<file path="src/rtl/picorv32_mem_arbiter.sv">
// picorv32_mem_arbiter
// Shares one picorv32 native memory port between the CPU (requester 0) and a
// secondary master (requester 1). One transaction at a time, round-robin on
// ties, with a watchdog that force-completes transfers the fabric never acks.
module picorv32_mem_arbiter #(
    parameter int unsigned TIMEOUT_CYCLES = 32'd64,
    parameter logic [31:0] ERR_RDATA      = 32'hDEAD_BEEF
) (
    input  logic        clk,
    input  logic        resetn,
    input  logic        m0_mem_valid,
    input  logic        m0_mem_instr,
    input  logic [31:0] m0_mem_addr,
    input  logic [31:0] m0_mem_wdata,
    input  logic [3:0]  m0_mem_wstrb,
    output logic        m0_mem_ready,
    output logic [31:0] m0_mem_rdata,
    input  logic        m1_mem_valid,
    input  logic        m1_mem_instr,
    input  logic [31:0] m1_mem_addr,
    input  logic [31:0] m1_mem_wdata,
    input  logic [3:0]  m1_mem_wstrb,
    output logic        m1_mem_ready,
    output logic [31:0] m1_mem_rdata,
    output logic        s_mem_valid,
    output logic        s_mem_instr,
    output logic [31:0] s_mem_addr,
    output logic [31:0] s_mem_wdata,
    output logic [3:0]  s_mem_wstrb,
    input  logic        s_mem_ready,
    input  logic [31:0] s_mem_rdata,
    output logic [1:0]  grant,
    output logic        timeout_err,
    output logic [7:0]  err_count
);

    // State encoding doubles as the one-hot grant vector.
    typedef enum logic [1:0] {
        IDLE  = 2'b00,
        BUSY0 = 2'b01,
        BUSY1 = 2'b10
    } state_t;

    // Watchdog sizing: a zero timeout still needs a 1-bit counter to stay legal.
    localparam int unsigned      WD_RAW  = $clog2(TIMEOUT_CYCLES + 32'd1);
    localparam int unsigned      WD_W    = (WD_RAW < 32'd1) ? 32'd1 : WD_RAW;
    localparam logic             WD_EN   = (TIMEOUT_CYCLES != 32'd0);
    localparam logic [WD_W-1:0]  WD_LAST = WD_EN ? WD_W'(TIMEOUT_CYCLES - 32'd1) : '0;
    localparam logic [WD_W-1:0]  WD_ONE  = WD_W'(32'd1);

    state_t            r_state;
    logic              r_last;
    logic [WD_W-1:0]   r_wd_cnt;
    logic [7:0]        r_err_count;

    logic              w_own_valid;
    logic              w_wd_expire;
    logic              w_done;
    logic              w_timeout;
    logic [31:0]       w_rdata;

    assign grant     = r_state;
    assign err_count = r_err_count;

    // Owner qualification, watchdog expiry and completion decode.
    always_comb begin
        w_own_valid = 1'b0;
        case (r_state)
            BUSY0:   w_own_valid = m0_mem_valid;
            BUSY1:   w_own_valid = m1_mem_valid;
            default: w_own_valid = 1'b0;
        endcase
        if (WD_EN && (r_state != IDLE) && (r_wd_cnt == WD_LAST)) begin
            w_wd_expire = 1'b1;
        end else begin
            w_wd_expire = 1'b0;
        end
        // A fabric ack coincident with expiry wins: it is a normal completion.
        w_done    = w_own_valid & (s_mem_ready | w_wd_expire);
        w_timeout = w_own_valid & w_wd_expire & ~s_mem_ready;
        w_rdata   = s_mem_ready ? s_mem_rdata : ERR_RDATA;
    end

    // Downstream mux and requester responses; everything is zero while idle.
    always_comb begin
        s_mem_valid  = 1'b0;
        s_mem_instr  = 1'b0;
        s_mem_addr   = 32'h0000_0000;
        s_mem_wdata  = 32'h0000_0000;
        s_mem_wstrb  = 4'b0000;
        m0_mem_ready = 1'b0;
        m0_mem_rdata = 32'h0000_0000;
        m1_mem_ready = 1'b0;
        m1_mem_rdata = 32'h0000_0000;
        timeout_err  = w_timeout;
        case (r_state)
            BUSY0: begin
                s_mem_valid  = m0_mem_valid;
                s_mem_instr  = m0_mem_instr;
                s_mem_addr   = m0_mem_addr;
                s_mem_wdata  = m0_mem_wdata;
                s_mem_wstrb  = m0_mem_wstrb;
                m0_mem_ready = w_done;
                m0_mem_rdata = w_rdata;
            end
            BUSY1: begin
                s_mem_valid  = m1_mem_valid;
                s_mem_instr  = m1_mem_instr;
                s_mem_addr   = m1_mem_addr;
                s_mem_wdata  = m1_mem_wdata;
                s_mem_wstrb  = m1_mem_wstrb;
                m1_mem_ready = w_done;
                m1_mem_rdata = w_rdata;
            end
            default: begin
                timeout_err = 1'b0;
            end
        endcase
    end

    // Arbitration FSM with round-robin tie memory and watchdog counter.
    always_ff @(posedge clk or negedge resetn) begin
        if (!resetn) begin
            r_state  <= IDLE;
            r_last   <= 1'b1;
            r_wd_cnt <= '0;
        end else begin
            case (r_state)
                IDLE: begin
                    r_wd_cnt <= '0;
                    if (m0_mem_valid && m1_mem_valid) begin
                        if (r_last) begin
                            r_state <= BUSY0;
                            r_last  <= 1'b0;
                        end else begin
                            r_state <= BUSY1;
                            r_last  <= 1'b1;
                        end
                    end else if (m0_mem_valid) begin
                        r_state <= BUSY0;
                    end else if (m1_mem_valid) begin
                        r_state <= BUSY1;
                    end else begin
                        r_state <= IDLE;
                    end
                end
                BUSY0, BUSY1: begin
                    // Leave after the ready pulse, or at once on a protocol abort.
                    if (!w_own_valid || w_done) begin
                        r_state <= IDLE;
                    end else begin
                        r_state <= r_state;
                    end
                    if (!s_mem_ready) begin
                        r_wd_cnt <= r_wd_cnt + WD_ONE;
                    end else begin
                        r_wd_cnt <= r_wd_cnt;
                    end
                end
                default: begin
                    r_state  <= IDLE;
                    r_wd_cnt <= '0;
                end
            endcase
        end
    end

    // Saturating count of forced completions.
    always_ff @(posedge clk or negedge resetn) begin
        if (!resetn) begin
            r_err_count <= 8'd0;
        end else if (w_timeout && (r_err_count != 8'hFF)) begin
            r_err_count <= r_err_count + 8'd1;
        end else begin
            r_err_count <= r_err_count;
        end
    end

endmodule

</file>
<file path="config.mk">
export PLATFORM = sky130hd
export DESIGN_NAME = picorv32_mem_arbiter
export DESIGN_NICKNAME = d
export VERILOG_FILES = /design/src/rtl/picorv32_mem_arbiter.sv
export SDC_FILE = /design/constraint.sdc
export NUM_CORES = 1
export LEC_CHECK = 0
export BUFFER_PORTS_ARGS = -buffer_cell sky130_fd_sc_hd__buf_2
export CAP_MARGIN = 20
export CORE_AREA = 2 2 126 128
export DETAILED_ROUTE_END_ITERATION = 8
export DIE_AREA = 0 0 128 130
export HOLD_SLACK_MARGIN = 0.02
export SYNTH_ARGS = -nofsm -noshare
export SYNTH_HDL_FRONTEND = slang
export SYNTH_SLANG_ARGS = --single-unit
export TNS_END_PERCENT = 5
</file>
<file path="constraint.sdc">
create_clock -name clk -period 1.9 [get_ports clk]
set_clock_uncertainty 0.1 [all_clocks]
set_input_delay 0.475 -clock clk [delete_from_list [all_inputs] [get_ports clk]]
set_output_delay 0.475 -clock clk [all_outputs]
set_load 0.05 [all_outputs]
</file>
==> summary by stage, run 1 <==
Synthesis
Ranked by total cell area, the synthesized netlist is headed by a22oi_1 20%, nor2b_1 17%, dfrtp_1 16%. The simple-gate portion of the synthesized area is 0.470. The commonest cells after synthesis are 73 x nor2b_1, 69 x a22oi_1, 55 x and2_1, 30 x clkbuf_1, 23 x nand2b_1. In this run, synthesis produced a sequential element count of 18. The proportion of synthesized flip-flops having asynchronous set or reset is 1.00. The share of the synthesized area in compound gates (AO/OA/AOI/OAI) is 0.212. The synthesized instance count is 350.

For this run, the leading register cell type out of synthesis is dfrtp_1. The portion of synthesized area spent on multiplexers is 0.0200. The portion of synthesized cell area occupied by the leading cell type is 0.197. The Yosys step of the flow raised 0 warnings.

The cell with the most instances after synthesis is nor2b_1. The synthesized design spends more area on one cell type than any other, namely a22oi_1. The number of enable-type register cells in the synthesized netlist is 0. Counting distinct cell types in the post-synthesis netlist gives 34.

The mean instance size in the synthesized netlist is 7.51 sq um. The xor/xnor share of the synthesized area is 0.0400. The synthesized cell area is 2630 sq um. By area, the combinational part of the netlist is dominated by simple AND/OR/NAND/NOR gates. Counting every net in the synthesized netlist gives 530. The part of the Yosys area used for sequential elements is 0.172. The synthesized-area fraction occupied by adder cells is 0.0238.

CTS
The number of CTS-inserted buffers is 3. The clock insertion delay at the later pin of the skew report is 0.26 ns. The number of clock sinks is 18.

In this run the number of H-tree levels came out at 1. The number of buffers on the longest clock path is 2. TritonCTS built the clock tree. The hold buffer count at CTS is 0. The cell chosen for the clock root is clkbuf_16. The post-CTS clock slew at the launch and capture registers of the worst setup and hold paths is 0.06 ns.

STA
The worst-case setup margin in the final layout is -0.410 ns. Setup violations remaining at the end of the flow were counted as 143. The worst-margin pin slew is 0.414 ns. The fraction of the cycle the final worst path needs is 1.22.

Setup repair after global routing could not meet its margin everywhere. The worst slew margin relative to its limit is 0.724. The count of pins over their slew limit is 0.

The count of final hold-check violations is 0. The setup TNS is -44.82 ns. The highest achievable clock rate is 0.433 GHz.

Subtracting the final worst setup slack from the clock period gives 2.31 ns.

Power and ir drop
The share of total power dissipated in sequential elements is 0.048. Cell internal power was estimated by the tool at 4.78 mW. The switching power is 5.14 mW. The largest vdd supply drop is 0.799 mV. The power per cell area is 1440 nW/um^2. The analysis attributes to cell leakage a power of 3.20 nW.

The power share of the combinational group is 0.904. The share of total power consumed by net switching is 0.518. The clock share of power is 0.048.

Worst setup path
The critical path goes through inv_4 > ha_4 > buf_12 > clkbuf_16 > a22oi_1 > nor2b_4 > buf_6. STA classifies the critical path endpoint as a primary output. Of all nets on the critical path, the largest fanout is 16. Counting both buffers and inverters, the worst setup path holds a total of 4. The required time reported for the critical path endpoint is 1.32 ns. The setup slack of the most critical reg-to-reg path is -0.16 ns.

The longest individual stage delay on the worst path is 0.41 ns. The arrival time at the worst endpoint is 1.74 ns. The kind of start point of the critical path is a register. For this design, the slowest cell found on the critical path is dfrtp_2. The type of the worst setup path is reg2out. On the critical path the largest part of the delay comes from buffers and inverters.

Floorplan
The floorplan step defined a core boundary enclosing 15400 sq um. The initialized floorplan defines 46 standard-cell rows. For this configuration, the core starts out at a cell density of 0.170. In this run the vertical extent of the chip is 130 microns.

The die covers 16600 sq um. In this run the count of I/O pins placed on the die edge is 322. The die is 128 microns wide.

Cells and area
0 antenna diodes ended up in the layout. Once layout is done, the placed cells without fillers occupy 6880 sq um. The core utilization of the finished layout is 0.446. The final layout contains 870 nets. The growth of design area from synthesis to finish is 162%. The final cell count without fillers is 881. The layout has 1413 filler cells. Of the cells placed in the final design, the portion with a size suffix greater than 1 is 0.833.

Routing
The post-route antenna net violation count is 0. For this block, the via count after detailed routing is 3947. The first detailed-routing pass took 4 iterations. The violation count after the first detailed-routing iteration is 100. After detailed routing, the total wire length is 14900 microns. The detailed-route DRC error count is 0. The mean routed wirelength per cell is 16.9 microns. The post-detailed-route via-to-cell ratio is 4.48.

Flow run
The total of max-cap violations is 0.

Global routing
The pin count of the biggest net entering global routing is 33. The first-pass GRT wire length is 19700 microns. The via count of the first global-routing pass is 3834. The total congestion overflow after global routing is 0. The initial antenna violation count is 1. For this run, the total global-route usage over all layers was measured as 0.149.

Placed design
The detailed-placement wirelength estimate is 10100 microns. In this run the cell area measured after placement is 5420 sq um. The count of port buffers added during placement is 321. The post-placement worst setup slack is -0.275 ns. The number of placed instances, taps included is 869. Routability-driven placement finished with a final weighted congestion of 0.775.

Outcome
The checks that failed: negative setup slack. The run finished, with violations left.

Min path
The worst min-delay path class is in2async.
[path summary, 6_finish.rpt]
| path | from | endpoint | cells past startpoint |
|---|---|---|---|
| min in group clk | r_last$_DFFE_PN1P_ | r_last$_DFFE_PN1P_ | 1 |
| worst max-delay path | grant[0]$_DFFE_PN0P_ | s_mem_addr[3] | 7 |
| worst max register to register | grant[1]$_DFFE_PN0P_ | err_count[7]$_DFFE_PN0P_ | 8 |
| worst min-delay path | resetn | r_wd_cnt[6]$_DFFE_PN0P_ | 1 |
| max in group asynchronous | resetn | r_last$_DFFE_PN1P_ | 1 |
| worst min register to register | r_last$_DFFE_PN1P_ | r_last$_DFFE_PN1P_ | 1 |
[kinds of logic after synthesis]
kind of cell | after synthesis
simple gates | 195
fa+ha+maj | 5
buf+inv | 41
compound gates | 74
mux | 5
flops | 18
xor+xnor | 12
[placed cells by master, fill, tap and decap left out, drive strengths merged, types with 3 or more instances in the layout]
| cell type | n |
|---|---|
| a22oi | 69 |
| and2 | 55 |
| and3 | 16 |
| buf | 368 |
| clkbuf | 6 |
| dfrtp | 17 |
| ha | 5 |
| inv | 5 |
| mux2i | 3 |
| nand2 | 5 |
| nand2b | 23 |
| nand3 | 7 |
| nor2 | 4 |
| nor2b | 73 |
| xnor2 | 6 |
| xor2 | 6 |
[final cells by class]
class / count / area, sq um / area share
Timing Repair Buffer: 370 / 3130 / 0.454
Clock buffer: 4 / 88.8 / 0.0129
Tap cell: 192 / 240 / 0.0349
Sequential cell: 18 / 454 / 0.0660
Multi-Input combinational cell: 291 / 2940 / 0.427
Inverter: 6 / 31.3 / 0.00454
[metal layers]
metal  part of all wire  vias up  track usage
met5                  0        -            0
met4             0.0046        0       0.0168
met3              0.061        8       0.0250
met2               0.56      180        0.301
met1               0.37     1865        0.168
li1                   -     1894            -
[repair_timing]
action	CTS	global route
endpoints found under the setup margin	143	147
endpoints found under the hold margin	0	0
cloned	3	2
setup buffers	1	3
pin swaps	5	4
gates resized for setup	282	69
[power groups by stage]
stage | sequential (mW) | clock, mW | combinational [mW]
detailed placement | 0.482 | 0 | 7.24
finish | 0.477 | 0.478 | 8.97
global placement | 0.480 | 0 | 7.24
global route | 0.484 | 0.506 | 9.34
CTS | 0.477 | 0.499 | 8.53
floorplan | 0.530 | 0 | 5.65
[registers in the layout, summed over array words and instances, names as in the netlist]
name and count:
r_wd_cnt 7, grant 2, r_last 1, err_count 8
[stage by stage]
| step | hold WS, ns | power (mW) |
|---|---|---|
| 6_report | 0.0470 | 9.92 |
| 5_1_grt | 0.0815 | 10.3 |
| 4_1_cts | 0.0655 | 9.50 |
| 3_5_place_dp | 0.341 | 7.72 |
| 3_3_place_gp | 0.341 | 7.72 |
| 2_1_floorplan | 0.0794 | 6.18 |
No activity file was read; power rests on OpenSTA's default activity.
==> run 2: changes to the inputs <==
BUFFER_PORTS_ARGS = -buffer_cell sky130_fd_sc_hd__buf_4   (was -buffer_cell sky130_fd_sc_hd__buf_2)
==> summary by stage, run 2 (synthesis gave the netlist of run 1 again) <==
Cells and area
The count of nets after finishing is 867 (-0.34%). The final cell count without fillers is 878 (-0.34%). The number of antenna repair diodes is 0 (unchanged). The number of flip-flops in the largest register is 8 (unchanged).

The footprint of the flip-flops and latches is 454 sq um (unchanged). From synthesis to final layout, the design area changed by 183%. The most common library cell in the layout ignoring fill and taps is buf_4. The top cell types in the final layout, fill and taps aside, are 225 x buf_4, 100 x buf_6, 69 x nor2b_4.

The number of filler instances in the final layout is 1357 (-4.0%). The fraction of layout cells with a size suffix above 1 is 0.843 (+0.00947). The area taken by multi-input logic gates is 2980 sq um (+1.1%).

Global routing
The first-pass GRT wire length is 22300 microns (+14%). The pin count of the biggest net entering global routing is 32 (-3.0%). The initial antenna violation count came to 0 (-1). The total congestion overflow after global routing came to 0 (unchanged). The total global routing track utilization is 0.168 (+0.0183). The via count of the first global-routing pass is 4213 (+9.9%).

Worst setup path
The endpoint class of the critical path is a primary output. Walking the worst path, the cells encountered are inv_4 > ha_4 > buf_12 > buf_16 > a22oi_1 > nor2b_4 > buf_4. The critical path in this run is classified as reg2out.

STA classifies the critical path startpoint as a register. The longest individual stage delay on the worst path is 0.41 ns (about the same). The required time reported for the critical path endpoint came to 1.32 ns (about the same). On the critical path the largest part of the delay comes from buffers and inverters. The highest fanout seen on the critical path is 24 (+8). The arrival time at the worst endpoint came to 1.73 ns (about the same). The number of buffers and inverters on the critical path was 4 (unchanged). The largest individual stage delay along the critical path comes from the cell dfrtp_2.

CTS
The CTS tree is yes. The number of clock sinks is 18 (unchanged). The number of buffers on the longest clock path is 2 (unchanged).

The H-tree depth was 1 (unchanged). The clock insertion delay at the later pin of the skew report came to 0.24 ns (-0.02 ns). In this run the clock root is driven by a clkbuf_16. The number of CTS-inserted buffers was 3 (unchanged). The post-CTS clock slew at the launch and capture registers of the worst setup and hold paths is 0.05 ns (about the same).

Routing
The total via count after detailed routing is 3984 (+0.94%). The wire length on met2 is 9070 microns (+8.2%). The number of iterations in the first detailed-routing pass is 4 (unchanged). The mean routed wirelength per cell is 18.1 microns (+7.1%).

The post-route antenna net violation count is 0 (unchanged). The routed length on met3 came to 1100 microns (+21%). The wire length the detailed router placed on met1 was 5560 microns (+0.73%). The post-detailed-route via-to-cell ratio is 4.54 (+1.3%). The aggregate routed wire length is 15900 microns (+6.7%). The violation count after the first detailed-routing iteration is 105 (+5.0%). The top layer reached by signal wires is met4. The detailed-route DRC error count was 0 (unchanged).

Floorplan
The floorplan row count is 46 (unchanged). The area enclosed by the die boundary is 16600 sq um (unchanged). The die outline width was 128 microns (unchanged). The vertical die dimension was 130 microns (unchanged). The effective utilization at floorplan is 0.170 (unchanged). The number of top-level pins is 322 (unchanged).

The core area is 15400 sq um (unchanged).

STA
The worst-case setup margin in the final layout is -0.409 ns (+0.00132 ns). The worst slack on hold paths is 0.403 ns (+0.356 ns). The post-route minimum period came to 2.31 ns (-0.00132 ns). The count of final hold-check violations is 0 (unchanged). The highest achievable clock rate is 0.433 GHz (about the same). Setup repair after global routing could not meet its margin everywhere. The worst slew margin relative to its limit is 0.801 (+0.0766). The count of pins over their slew limit is 0 (unchanged).

The fraction of the cycle the final worst path needs is 1.22 (about the same). The worst-margin pin slew was 0.298 ns (-0.116 ns). The number of setup violations in the final report is 138 (-3.5%).

Outcome
The run finished, with violations left. The checks that failed: negative setup slack.

Placed design
The count of port buffers added during placement is 321 (unchanged). The number of placed instances, taps included is 855 (-1.6%). The placer's final routability congestion estimate was 0.788 (+1.7%). The detailed-placement wirelength estimate came to 11000 microns (+9.1%).

Min path
The min-delay analysis places its worst path in the category reg2reg.

Power and ir drop
The clock share of power is 0.045 (-0.003). The switching power came to 5.18 mW (+0.76%). The internal power came to 4.96 mW (+3.6%). The largest vdd supply drop is 0.836 mV (+4.6%). The static leakage power was 3.37 nW (+5.4%). The power share of the combinational group is 0.907 (+0.003).

The share of total power consumed by net switching came to 0.511 (-0.00702). The power per cell area is 1360 nW/um^2 (-5.3%). The register share of total power is 0.048 (about the same).

Flow run
The total of max-cap violations is 0 (unchanged).
-- run 2: cell types whose count changed in the layout (fill, tap and decap cells not counted), sizes merged --
cell and change:
bufbuf +1, buf -7, dlygate4sd3 +1, clkbuf +2
-- run 2: worst paths after layout --
| check | from | cells past startpoint | slack (ns) | to |
|---|---|---|---|---|
| setup / recovery | grant[1]$_DFFE_PN0P_ | 7 | -0.41 | s_mem_addr[22] |
| hold / removal | r_last$_DFFE_PN1P_ | 1 | 0.40 | r_last$_DFFE_PN1P_ |
| setup reg to reg | grant[0]$_DFFE_PN0P_ | 7 | -0.02 | err_count[4]$_DFFE_PN0P_ |
| hold reg to reg | r_last$_DFFE_PN1P_ | 1 | 0.40 | r_last$_DFFE_PN1P_ |
| max in group asynchronous | resetn | 2 | 0.86 | r_last$_DFFE_PN1P_ |
| min in group asynchronous | resetn | 2 | 0.58 | err_count[7]$_DFFE_PN0P_ |
-- run 2: power groups by stage --
| stage | logic, mW | clock network (mW) | registers (mW) |
|---|---|---|---|
| floorplan | 5.65 | 0 | 0.530 |
| global placement | 7.49 | 0 | 0.478 |
| detailed placement | 7.57 | 0 | 0.484 |
| CTS | 8.95 | 0.479 | 0.480 |
| global route | 9.56 | 0.499 | 0.486 |
| finish | 9.19 | 0.459 | 0.482 |
-- run 2: per-stage QoR --
step                      utilization  setup slack [ns]  power (mW)  setup TNS (ns)  cell area [sq um]
after floorplan                     -            -0.242        6.18          -26.00               3420
after global placement          0.395            -0.155        7.97           -7.49               6090
after detailed placement        0.395            -0.196        8.05          -11.31               6090
after CTS                       0.467            -0.411        9.91          -49.67               7210
after global routing            0.481            -0.469        10.5          -57.10               7430
final                           0.481            -0.409        10.1          -47.51               7430
-- run 2: timing repair --
item,CTS,global route
hold endpoints to repair,17,0
cloned,7,4
buffers inserted,6,1
pin swaps,31,15
setup endpoints to repair,142,141
hold buffers,1,0
resized for setup,184,27
-- run 2: final cells by class --
| cell class | count | share of cell area |
|---|---|---|
| Inverter | 6 | 0.00421 |
| Clock buffer | 4 | 0.0120 |
| Timing Repair Buffer | 367 | 0.490 |
| Multi-Input combinational cell | 291 | 0.401 |
| Sequential cell | 18 | 0.0612 |
| Tap cell | 192 | 0.0324 |
-- run 2: layer usage --
| metal | vias up | track usage |
|---|---|---|
| met1 | 1888 | 0.182 |
| met5 | - | 0 |
| met4 | 0 | 0.0187 |
| met3 | 10 | 0.0377 |
| li1 | 1897 | - |
| met2 | 189 | 0.340 |
